`src/rtl/pixel_blob_locator.sv`:
```
// Colour-blob centroid finder on the XVGA pixel stream: accumulates matching pixel
// coordinates per frame and divides them at each vsync falling edge.
module pixel_blob_locator #(
  parameter logic [23:0] TARGET_COLOR = 24'hFF_00_00,
  parameter logic [7:0]  TOLERANCE    = 8'd32,
  parameter logic [19:0] MIN_COUNT    = 20'd16,
  parameter int          TOTAL_WIDTH  = 1024,
  parameter int          TOTAL_HEIGHT = 768
) (
  input  logic               vclock,
  input  logic               reset,
  input  logic [23:0]        pixel,
  input  logic [10:0]        hcount,
  input  logic [9:0]         vcount,
  input  logic               blank,
  input  logic               vsync,
  output logic signed [11:0] centroid_x,
  output logic signed [11:0] centroid_y,
  output logic [19:0]        pixel_count,
  output logic               found,
  output logic               done,
  output logic               busy
);

  localparam logic [11:0] X_OFFSET  = 12'(TOTAL_WIDTH / 2);
  localparam logic [11:0] Y_BASE    = 12'(TOTAL_HEIGHT);
  localparam logic [4:0]  LAST_ITER = 5'd29;

  typedef enum logic [1:0] {IDLE, DIV, DONE} state_t;

  state_t      state;
  logic        prev_vsync;
  logic        frame_edge;
  logic        pixel_match;
  logic [29:0] sum_x;
  logic [29:0] sum_y;
  logic [19:0] acc_count;
  logic [29:0] quo_x;
  logic [29:0] quo_y;
  logic [19:0] rem_x;
  logic [19:0] rem_y;
  logic [19:0] divisor;
  logic [19:0] op_count;
  logic [4:0]  iter;
  logic [29:0] next_quo_x;
  logic [29:0] next_quo_y;
  logic [19:0] next_rem_x;
  logic [19:0] next_rem_y;

  function automatic logic chan_ok(input logic [7:0] a, input logic [7:0] b);
    logic [7:0] diff;
    diff = (a >= b) ? (a - b) : (b - a);
    return (diff <= TOLERANCE);
  endfunction

  // One restoring-division step: the dividend shifts out of the top of quo while
  // quotient bits shift in at the bottom, so after 30 steps quo holds the quotient.
  function automatic logic [49:0] div_step(input logic [19:0] rem,
                                           input logic [29:0] quo,
                                           input logic [19:0] dsr);
    logic [20:0] trial;
    logic [20:0] diff;
    trial = {rem, quo[29]};
    diff  = trial - {1'b0, dsr};
    if (trial >= {1'b0, dsr})
      return {diff[19:0], quo[28:0], 1'b1};
    else
      return {trial[19:0], quo[28:0], 1'b0};
  endfunction

  always_comb begin
    pixel_match = !blank
                  && chan_ok(pixel[23:16], TARGET_COLOR[23:16])
                  && chan_ok(pixel[15:8],  TARGET_COLOR[15:8])
                  && chan_ok(pixel[7:0],   TARGET_COLOR[7:0]);
    frame_edge  = prev_vsync && !vsync;
    {next_rem_x, next_quo_x} = div_step(rem_x, quo_x, divisor);
    {next_rem_y, next_quo_y} = div_step(rem_y, quo_y, divisor);
  end

  // The edge cycle wins over a coincident match: that pixel is dropped.
  always_ff @(posedge vclock) begin
    if (reset) begin
      prev_vsync <= 1'b1;
      sum_x      <= '0;
      sum_y      <= '0;
      acc_count  <= '0;
    end else begin
      prev_vsync <= vsync;
      if (frame_edge) begin
        sum_x     <= '0;
        sum_y     <= '0;
        acc_count <= '0;
      end else if (pixel_match && (acc_count != '1)) begin
        sum_x     <= sum_x + {19'd0, hcount};
        sum_y     <= sum_y + {20'd0, vcount};
        acc_count <= acc_count + 20'd1;
      end
    end
  end

  // Edges seen outside IDLE only clear the accumulators; the running division continues.
  always_ff @(posedge vclock) begin
    if (reset) begin
      state       <= IDLE;
      quo_x       <= '0;
      quo_y       <= '0;
      rem_x       <= '0;
      rem_y       <= '0;
      divisor     <= '0;
      op_count    <= '0;
      iter        <= '0;
      centroid_x  <= '0;
      centroid_y  <= '0;
      pixel_count <= '0;
      found       <= 1'b0;
      done        <= 1'b0;
      busy        <= 1'b0;
    end else begin
      done <= 1'b0;
      case (state)
        IDLE: begin
          if (frame_edge) begin
            quo_x    <= sum_x;
            quo_y    <= sum_y;
            rem_x    <= '0;
            rem_y    <= '0;
            divisor  <= (acc_count == '0) ? 20'd1 : acc_count;
            op_count <= acc_count;
            iter     <= '0;
            busy     <= 1'b1;
            state    <= DIV;
          end
        end
        DIV: begin
          quo_x <= next_quo_x;
          quo_y <= next_quo_y;
          rem_x <= next_rem_x;
          rem_y <= next_rem_y;
          iter  <= iter + 5'd1;
          if (iter == LAST_ITER)
            state <= DONE;
        end
        DONE: begin
          pixel_count <= op_count;
          found       <= (op_count >= MIN_COUNT);
          if (op_count >= MIN_COUNT) begin
            centroid_x <= quo_x[11:0] - X_OFFSET;
            centroid_y <= Y_BASE - quo_y[11:0];
          end
          done  <= 1'b1;
          busy  <= 1'b0;
          state <= IDLE;
        end
        default: begin
          busy  <= 1'b0;
          state <= IDLE;
        end
      endcase
    end
  end

endmodule
```
`config.mk`:
```
export PLATFORM = sky130hd
export DESIGN_NAME = pixel_blob_locator
export DESIGN_NICKNAME = d
export VERILOG_FILES = /design/src/rtl/pixel_blob_locator.sv
export SDC_FILE = /design/constraint.sdc
export NUM_CORES = 1
export LEC_CHECK = 0
export ABC_AREA = 1
export ABC_CLOCK_PERIOD_IN_PS = 2200
export BUFFER_PORTS_ARGS = -buffer_cell sky130_fd_sc_hd__buf_2
export CORE_ASPECT_RATIO = 0.9
export CORE_MARGIN = 2
export CORE_UTILIZATION = 60
export CTS_CLUSTER_DIAMETER = 100
export DETAILED_ROUTE_END_ITERATION = 12
export GPL_TIMING_DRIVEN = 0
export PLACE_DENSITY = 0.86
export SLEW_MARGIN = 30
export SYNTH_ARGS = -nofsm -noshare
export SYNTH_HDL_FRONTEND = slang
export SYNTH_SLANG_ARGS = --single-unit
```
`constraint.sdc`:
```
create_clock -name vclock -period 2.2 [get_ports vclock]
set_input_delay 0.22 -clock vclock [delete_from_list [all_inputs] [get_ports vclock]]
set_output_delay 0.22 -clock vclock [all_outputs]
set_load 0.01 [all_outputs]
```
# After elaboration in Yosys (flattened, before gate mapping)
# Index checks and enable logic that the tools add are counted.
# W data, S select, Z words.
[classes]
reduce_logical = 16
bitwise_logic = 1
n_lt_le_gt_ge = 9
n_eq_ne = 6
mux = 21
shifts = 0
mul = 0
addsub = 12
div = 0
[ops]
columns = ["operator", "n"]
rows = [
  ["$pmux W30 S2", 2],
  ["$mux W50", 2],
  ["$pmux W20 S2", 2],
  ["$mux W30", 2],
  ["$ge A21 B20 Y1", 2],
  ["$mux W20", 2],
  ["$sub A20 B20 Y20", 2],
  ["$add A30 B10 Y30", 1],
  ["$add A30 B11 Y30", 1],
  ["$le A8 B6 Y1 const B", 3],
  ["$mux W8", 3],
  ["$add A20 B1 Y20 const B", 1],
  ["$ge A20 B5 Y1 const B", 1],
  ["$logic_not A20 Y1", 1],
  ["$ne A20 B20 Y1 const B", 1],
  ["$ge A8 B1 Y1 const B", 2],
  ["$sub A1 B8 Y8 const A", 2],
  ["$sub A10 B12 Y12 const A", 1],
  ["$sub A12 B10 Y12 const B", 1],
  ["$pmux W5 S2", 1],
  ["$reduce_and A2 Y1", 5],
  ["$ge A8 B8 Y1 const B", 1],
  ["$sub A8 B8 Y8 const A", 1],
  ["$sub A8 B8 Y8 const B", 1],
  ["other kinds (16)", 24],
]
[word_totals]
mem_bits_rw = 0
n_memories = 0
out_inout_bits = 47
wordCells = 83
regBits = 275
latch_bits = 0
romBits = 0

# Longest topological paths before layout
# Gate-level depths: netlist of the first run.
[logic_depth]
ltp_word = 7
ltp_mapped = 14

# Worst setup path after synthesis of the first run
# OpenSTA, ideal clock, no wires.
[synth_timing]
path_type = "reg-to-reg"
from = "register sum_x[0]"
to = "register sum_x[16]"
arrival_ps = 1770
synth_period_minus_slack_ps = 1907
n_path_buf = 0
slack_ps = 293
stages_incl_launch_ff = 13
required_time_ps = 2062
path_cell_list = "dfxtp_1 > ha_1 > fa_1 > nand3_1 > nand3_1 > nand2_1 > nand3_1 > nand2_1 > nand2_1 > nand2_1 > nor2_1 > o21ai_0 > nor2_1"
[synth_between]
elab_chain_cells = 1
[synth_rtl]
columns = ["element", "line", "rtl"]
rows = [
  ["from (decl)", "35", "logic [29:0] sum_x;"],
  ["from (signal assigned)", "95", "sum_x <= sum_x + {19'd0, hcount};"],
  ["$add A30 B11 Y30", "95", ""],
]
# No other way between the ends.
# A chain may end at the register's enable or synchronous reset.

# Final worst setup path of the first run
[layout_timing]
from = "register acc_count[0]"
to = "register sum_x[19]"
[layout_between]
elab_chain_cells = 2
[layout_rtl]
columns = ["element", "line", "rtl"]
rows = [
  ["from (decl)", "37", "logic [19:0] acc_count;"],
  ["from (signal assigned)", "97", "acc_count <= acc_count + 20'd1;"],
  ["$ne A20 B20 Y1", "94", "end else if (pixel_match && (acc_count != '1)) begin"],
  ["$logic_and A1 B1 Y1", "94", ""],
]
# No other way between the ends.

==> key figures, run 1 <==
Run status
  – Outcome: complete, no violations

Layout
  – Most common cell after layout, fill and taps aside: nand2_1
  – Growth of design area from synthesis to finish: 16.13%
  – Share of layout cells above drive strength 1: between 10 and 15%
  – Nets: between 2000 and 3000
  – Fillers: ~2300
  – Inserted Diodes: 0
  – Commonest cells after routing, fill and taps aside: nand2_1, dfxtp_1, inv_1
  – Cell area after layout: approximately 0.019 sq mm

Global routing
  – GR Util All Layers: a little over a third
  – Total grt overflow: 0
  – Vias in the first global route: approximately 16000
  – Initial antenna violation count: 0
  – Pin count of the biggest net entering global routing: 17
  – First-pass GRT wire length: just over 80000 um

Drt
  – Via-to-Cell Ratio: about 5.8
  – Iteration-0 DRC Markers: around 1800
  – Post-DRT Antenna Nets: 0
  – Vias post-DR: 17580
  – Drc violations: 0
  – Final Routed Wirelength: roughly 52000 um
  – First drt pass iteration count: 7
  – Routed wire length per instance: 17.34 um

Synth
  – Synthesized Nets: about 2600
  – Register area share after synthesis: about a third
  – Yosys cell types: 50
  – Post-synthesis cell area: 0.01643 sq mm
  – Post-synthesis average cell area: 6.565 sq um
  – Most used DFF post-synth: dfxtp_1
  – Cells after Synth: 2503
  – Yosys warning count: 0
  – Post-synth ARST share: 0%
  – Flops & latches, synth: 275
  – EDFF count, synth: 0

Floorplan
  – Die ar.: roughly 0.029 sq mm
  – Die W: 178.4 um
  – I/O pin count: 96
  – Num rows: 57
  – Initial core utilization: a little over 60%
  – Die Ht: 161 um
  – Core Area: 0.02696 sq mm

Clock network
  – Reg clk slew, reported paths: 0.06 ns
  – Deepest clock path buffer count: 3
  – TritonCTS clock tree: built
  – H-Tree Depth: 1
  – Sink Count: between 200 and 300
  – Root Buffer Master: clkbuf_16
  – CTS buffer count: 29
  – Worst skew pair latency: 0.57 ns

Critical path
  – Critical Path Fanout Max: 10
  – CP dominant cell by count: a21oi_2
  – Crit path launch type: register
  – Reg2Reg Setup Slack: roughly 0.05 ns
  – Worst EP required: about 2.7 ns
  – Worst reg2reg path depth: 9
  – Slowest CP cell: a21oi_2
  – Crit path DAT: approximately 2.6 ns
  – Critical path endpoint category: register
  – Reg-to-Reg Start: acc_count[0]
  – Crit path cell chain: ha_2, inv_1, nor3_4, nand2_2, nor2_4, a21oi_2, buf_2, nand2_1, a21oi_2
  – CP max stage delay: roughly 0.42 ns
  – Worst reg2reg endpoint: sum_x[19]
  – Critical path class: reg2reg

Placement
  – PortBufs: 95
  – Final GP Congestion: just under 1
  – Post-Place Cell Area: about 0.017 sq mm
  – Setup WS pre-CTS: -0.3372 ns
  – HPWL Detailed: approximately 40000 um

Job
  – Maxcap violations: 0

Power
  – Pwr per Cell Area: around 1100 mW/mm^2
  – Maximum VDD drop: roughly 0.94 mV
  – LEAKAGE: 8.254 nW

Timing
  – Final hold vios: 0
  – Fin worst setup slack: 0.04914 ns
  – Post-route minimum period: between 2 and 2.5 ns
  – RSZ-0062 raised after global routing: true
  – Slew Limit Fails: 0
  – Worst-Margin Slew: approximately 1 ns
  – Clock skew: approximately 0.022 ns
  – Slew HR: 32.32%
  – Tcrit/Tclk final: between 90% and 100%
  – Final setup vio count: 0
  – FMAX: 0.4649 GHz

Min path
  – Worst Hold Class: in2reg
  – Worst Hold End: sum_y[0]
  – Hold Path Depth: 4
  – Hold Crit Start: vcount[0]
critical path, delay by kind of cell, from the launching register on:
kind,cells,cell delay (ns)
adder cells (fa/ha/maj),1,0.23
AND/OR/NAND/NOR,4,0.34
buffers and inverters,2,0.55
AO/OA/AOI/OAI,2,0.55
flip-flops,1,0.39
power by group:
part	switching (mW)	internal, mW	leakage (nW)
combinational	6.61	4.23	5.57
clock	2.17	2.74	0.451
sequential	0.323	5.31	2.23
total	9.10	12.3	8.25
synth_stat cells, drive strengths merged (5+ instances only):
cell    instances  area share (%)
nand4          39             1.5
xor2           29             1.5
a31oi          64             2.4
nor2          223             5.3
nor3           40             1.4
dfxtp         275              34
or2             5            0.19
clkbuf         58             1.3
nand3         131             4.1
nor4           10            0.38
o21ai         153             4.7
xnor2          34             1.8
ha             67             5.1
o22ai          28             1.1
inv           284             6.5
buf            43             1.7
nand3b         14            0.66
nand2         785              18
a211oi         11            0.53
a21oi         182             6.3
per-stage QoR:
| stage | TNS [ns] | hold slack (ns) | std cells | util (%) | power [mW] |
|---|---|---|---|---|---|
| after global placement | -11.81 | 0.4079 | 2952 | 64.36 | 14.47 |
| after floorplan | 0 | 0.3166 | 2503 | - | 12.71 |
| after global routing | -1.417 | 0.1052 | 3025 | 70.79 | 22.81 |
| after CTS | -0.004144 | 0.06122 | 3013 | 68.72 | 20.30 |
| final | 0 | 0.06033 | 3025 | 70.79 | 21.39 |
| after detailed placement | -13.47 | 0.4261 | 2952 | 64.36 | 14.62 |
how the worst max path moves through the flow:
stage                endpoint         start  slack [ns]
floorplan           sum_x[16]      sum_x[0]        0.29
global placement     rem_y[9]    divisor[1]       -0.29
detailed placement   quo_y[0]    divisor[1]       -0.34
CTS                  quo_y[0]    divisor[9]      -0.004
global route        rem_x[18]    divisor[1]       -0.10
finish              sum_x[19]  acc_count[0]        0.05
area by class of cell:
type	count	area, sq um	share of cell area (%)
plain buffers	100	520.5	2.727
clock buffers	34	764.5	4.006
clock inverters	17	175.2	0.9178
inverters	284	1072	5.619
multi-input cells	1843	9930	52.03
flip-flops and latches	275	5517	28.91
well taps	354	442.9	2.321
repair buffers	118	663.1	3.475
metal layers:
| metal | part of all wire, % | GRT usage, % | wire (um) |
|---|---|---|---|
| met1 | 42 | 46.54 | 22030 |
| met2 | 45 | 56.41 | 23490 |
| met3 | 8.2 | 5.038 | 4302 |
| met4 | 5.0 | 16.11 | 2630 |
| met5 | 0 | 0 | 0 |
repair_timing:
| item | 4_1_cts | 5_1_grt |
|---|---|---|
| resized for setup | 27 | 101 |
| hold endpoints to repair | 1 | 0 |
| hold buffers | 1 | 0 |
| buffers inserted | 10 | 12 |
| endpoints found under the setup margin | 79 | 138 |
| cloned | 0 | 0 |
| pin swaps | 5 | 8 |
sequential cells by signal (all words and copies together) (netlist names), 5 cells and up:
| signal | flops |
|---|---|
| rem_x | 20 |
| quo_x | 30 |
| centroid_y | 12 |
| sum_x | 30 |
| op_count | 20 |
| iter | 5 |
| rem_y | 20 |
| centroid_x | 12 |
| acc_count | 20 |
| pixel_count | 20 |
| quo_y | 30 |
| divisor | 20 |
| sum_y | 30 |
logic make-up (layout without fill, tap and decap cells):
family / Yosys count / after routing / synth area share (%)
AOI/OAI and AO/OA: 453 / 453 / 15.73
xor gates and xnor gates: 63 / 63 / 3.358
adders and majority gates: 71 / 71 / 5.589
buffers and inverters: 385 / 553 / 9.525
DFF: 275 / 275 / 33.50
and+or+nand+nor: 1256 / 1256 / 32.30
Note: power is estimated with default switching activity, not from simulation.
==> inputs of run 2 (changes only) <==
BUFFER_PORTS_ARGS = default   (was -buffer_cell sky130_fd_sc_hd__buf_2)
CORE_ASPECT_RATIO = 0.6   (was 0.9)
DONT_BUFFER_PORTS = 1   (was default)
PLACE_DENSITY = 0.83   (was 0.86)
==> run 2 against run 1 <==
  * The run now ends with setup timing left
  * Sequential power barely moved
  * Non-clock buffer count fell by 85
  * Die area rose by 0.15%
  * Clock-buffer cell count did not move
  * Register-to-register slack got worse by 0.07 ns
  * Critical path depth rose by 4
  * Worst hold slack got worse by 0.044 ns
  * Flip-flop and latch count did not move
  * Total power rose by 4.7%
  * Sequential share of layout area rose by 0.26 points
  * Utilization rose by 0.29 points
==> key figures, run 2 (synthesis results as in run 1) <==
Layout
  – Growth of design area from synthesis to finish: 15.27%
  – Fillers: 2273 (-0.39%)
  – Non-Filler Instances: 2939 (-2.8%)
  – Nets: 2683 (-3.2%)
  – Commonest cells after routing, fill and taps aside: nand2_1, dfxtp_1, inv_1
  – Share of layout cells above drive strength 1: 13.42% (-1.4 points)
  – Most common cell after layout, fill and taps aside: nand2_1

Timing
  – FMAX: 0.4502 GHz (-3.2%)
  – Hold Slack: 0.01679 ns (-0.04353 ns)
  – Tcrit/Tclk final: 101.0% (+3.2 points)
  – Post-route minimum period: 2.221 ns (+0.07040 ns)
  – Slew Limit Fails: 0 (unchanged)
  – Fin worst setup slack: -0.02126 ns (-0.07040 ns)
  – RSZ-0062 raised after global routing: true
  – Slew HR: 34.21% (+1.9 points)
  – Final hold vios: 0 (unchanged)
  – Worst-Margin Slew: 0.9868 ns (-0.02834 ns)
  – Clock skew: 0.01863 ns (-0.003771 ns)
  – Final setup vio count: 1 (+1)

Min path
  – Worst Hold Class: in2reg
  – Hold Path Depth: 3 (-1)

Drt
  – Via-to-Cell Ratio: 5.917 (+1.8%)
  – Iteration-0 DRC Markers: 2189 (+19%)
  – Final Routed Wirelength: 55270 um (+5.4%)
  – First drt pass iteration count: 5 (-2)
  – Vias post-DR: 17390 (-1.1%)
  – Post-DRT Antenna Nets: 0 (unchanged)
  – Drc violations: 0 (unchanged)
  – Routed wire length per instance: 18.81 um (+8.5%)

Critical path
  – Critical path endpoint category: register
  – Crit path DAT: 2.71 ns (+0.09 ns)
  – Critical Path Fanout Max: 6 (-4)
  – Slowest CP cell: dfxtp_4
  – Reg-to-Reg Start: divisor[1]
  – CP dominant cell by count: nand2_2
  – Reg2Reg Setup Slack: -0.02 ns (-0.07 ns)
  – Crit path cell chain: clkinvlp_4, ha_4, nand2_2, nor2_2, nand2_1, nand3_2, nand2_2, nand2_4, nand2_8, nand3_4, buf_8, o211ai_1, a21oi_1
  – Crit path launch type: register
  – Critical path class: reg2reg
  – Worst reg2reg path depth: 13 (+4)
  – Crit. Startpoint: divisor[1]
  – Worst EP required: 2.69 ns (+0.02 ns)
  – CP endpoint: quo_y[0]
  – CP max stage delay: 0.41 ns (about the same)
  – Worst reg2reg endpoint: quo_y[0]

Clock network
  – TritonCTS clock tree: built
  – Reg clk slew, reported paths: 0.07 ns (about the same)
  – H-Tree Depth: 1 (unchanged)
  – Worst skew pair latency: 0.57 ns (about the same)
  – CTS buffer count: 26 (-10%)
  – Root Buffer Master: clkbuf_16
  – Sink Count: 275 (unchanged)
  – Deepest clock path buffer count: 3 (unchanged)

Placement
  – Setup WS pre-CTS: -0.3741 ns (-0.03687 ns)
  – Dpl cells: 2863 (-3.0%)
  – HPWL Detailed: 41350 um (+6.0%)
  – Final GP Congestion: 1.005 (+4.4%)
  – PortBufs: 0 (-100%)

Floorplan
  – Initial core utilization: 61.67% (+0.71 points)
  – Die W: 217.7 um (+22%)
  – Die Ht: 132.2 um (-18%)
  – I/O pin count: 96 (unchanged)
  – Num rows: 46 (-19%)
  – Core Area: 0.02665 sq mm (-1.2%)
  – Die ar.: 0.02877 sq mm (+0.15%)

Power
  – Pwr per Cell Area: 1182 mW/mm^2 (+5.5%)
  – Total power: 22.40 mW (+4.7%)
  – LEAKAGE: 7.867 nW (-4.7%)
  – Maximum VDD drop: 0.9267 mV (-1.3%)

Global routing
  – GR Util All Layers: 36.32% (+1.3 points)
  – Pin count of the biggest net entering global routing: 15 (-2)
  – Initial antenna violation count: 1 (+1)
  – Vias in the first global route: 15440 (-3.6%)
  – First-pass GRT wire length: 82730 um (+1.7%)
  – Total grt overflow: 0 (unchanged)

Job
  – Maxcap violations: 0 (unchanged)

Run status
  – Failing checks: setup timing
  – Outcome: complete, but fails checks
[run 2: changes by cell type in the layout (fill, tap and decap cells not counted), sizes merged]
cell and change:
buf -86, clkinvlp -2, clkbuf -2, clkinv -1, inv -5, diode +1, dlygate4sd3 +3
[run 2: area by class of cell]
class	count	area (sq um)	area share, %
Timing Repair Buffer	32	337.8	1.783
Sequential cell	275	5525	29.17
Antenna cell	1	2.502	0.01321
Multi-Input combinational cell	1843	10170	53.69
Clock buffer	34	710.7	3.752
Tap cell	360	450.4	2.378
Clock inverter	9	118.9	0.6275
Buffer	101	529.3	2.794
Inverter	284	1097	5.793
[run 2: per-stage QoR]
stage	TNS (ns)	util [%]	cell area, sq um
finish	-0.02126	71.08	18940
CTS	0	68.30	18200
detailed placement	-17.44	63.36	16880
global route	-0.8591	71.07	18940
floorplan	0	-	16430
global placement	-14.44	63.36	16880
[run 2: worst min-delay path by stage]
stage	slack, ns	from	to
floorplan	0.32	vsync	prev_vsync
global placement	0.41	vsync	prev_vsync
detailed placement	0.41	vsync	prev_vsync
CTS	0.03	vcount[1]	sum_y[1]
global route	0.05	pixel[7]	acc_count[1]
finish	0.02	vcount[1]	sum_y[1]
[run 2: report_power, final]
part | internal, mW | total (mW) | switching (mW)
combinational | 4.87 | 12.1 | 7.26
clock | 2.51 | 4.61 | 2.10
sequential | 5.31 | 5.65 | 0.340
total | 12.7 | 22.4 | 9.70
[run 2: repair_timing]
action	in CTS	in global routing
hold buffers	4	0
setup endpoints to repair	80	165
gates cloned	0	3
buffers inserted	9	16
hold endpoints to repair	4	0
pin swaps	6	19
resized for setup	62	142
[run 2: critical path, delay by kind of cell, from the launching register on]
family	cells	cell delay, ns
and+or+nand+nor	8	0.74
DFF	1	0.41
buffers and inverters	2	0.38
adders and majority gates	1	0.34
AOI/OAI and AO/OA	2	0.27
[run 2: per-layer routing]
metal / wire length (um) / global-route usage [%]
met5: 0 / 0
met4: 1001 / 6.849
met3: 7371 / 12.60
met2: 21950 / 50.90
met1: 24950 / 53.56
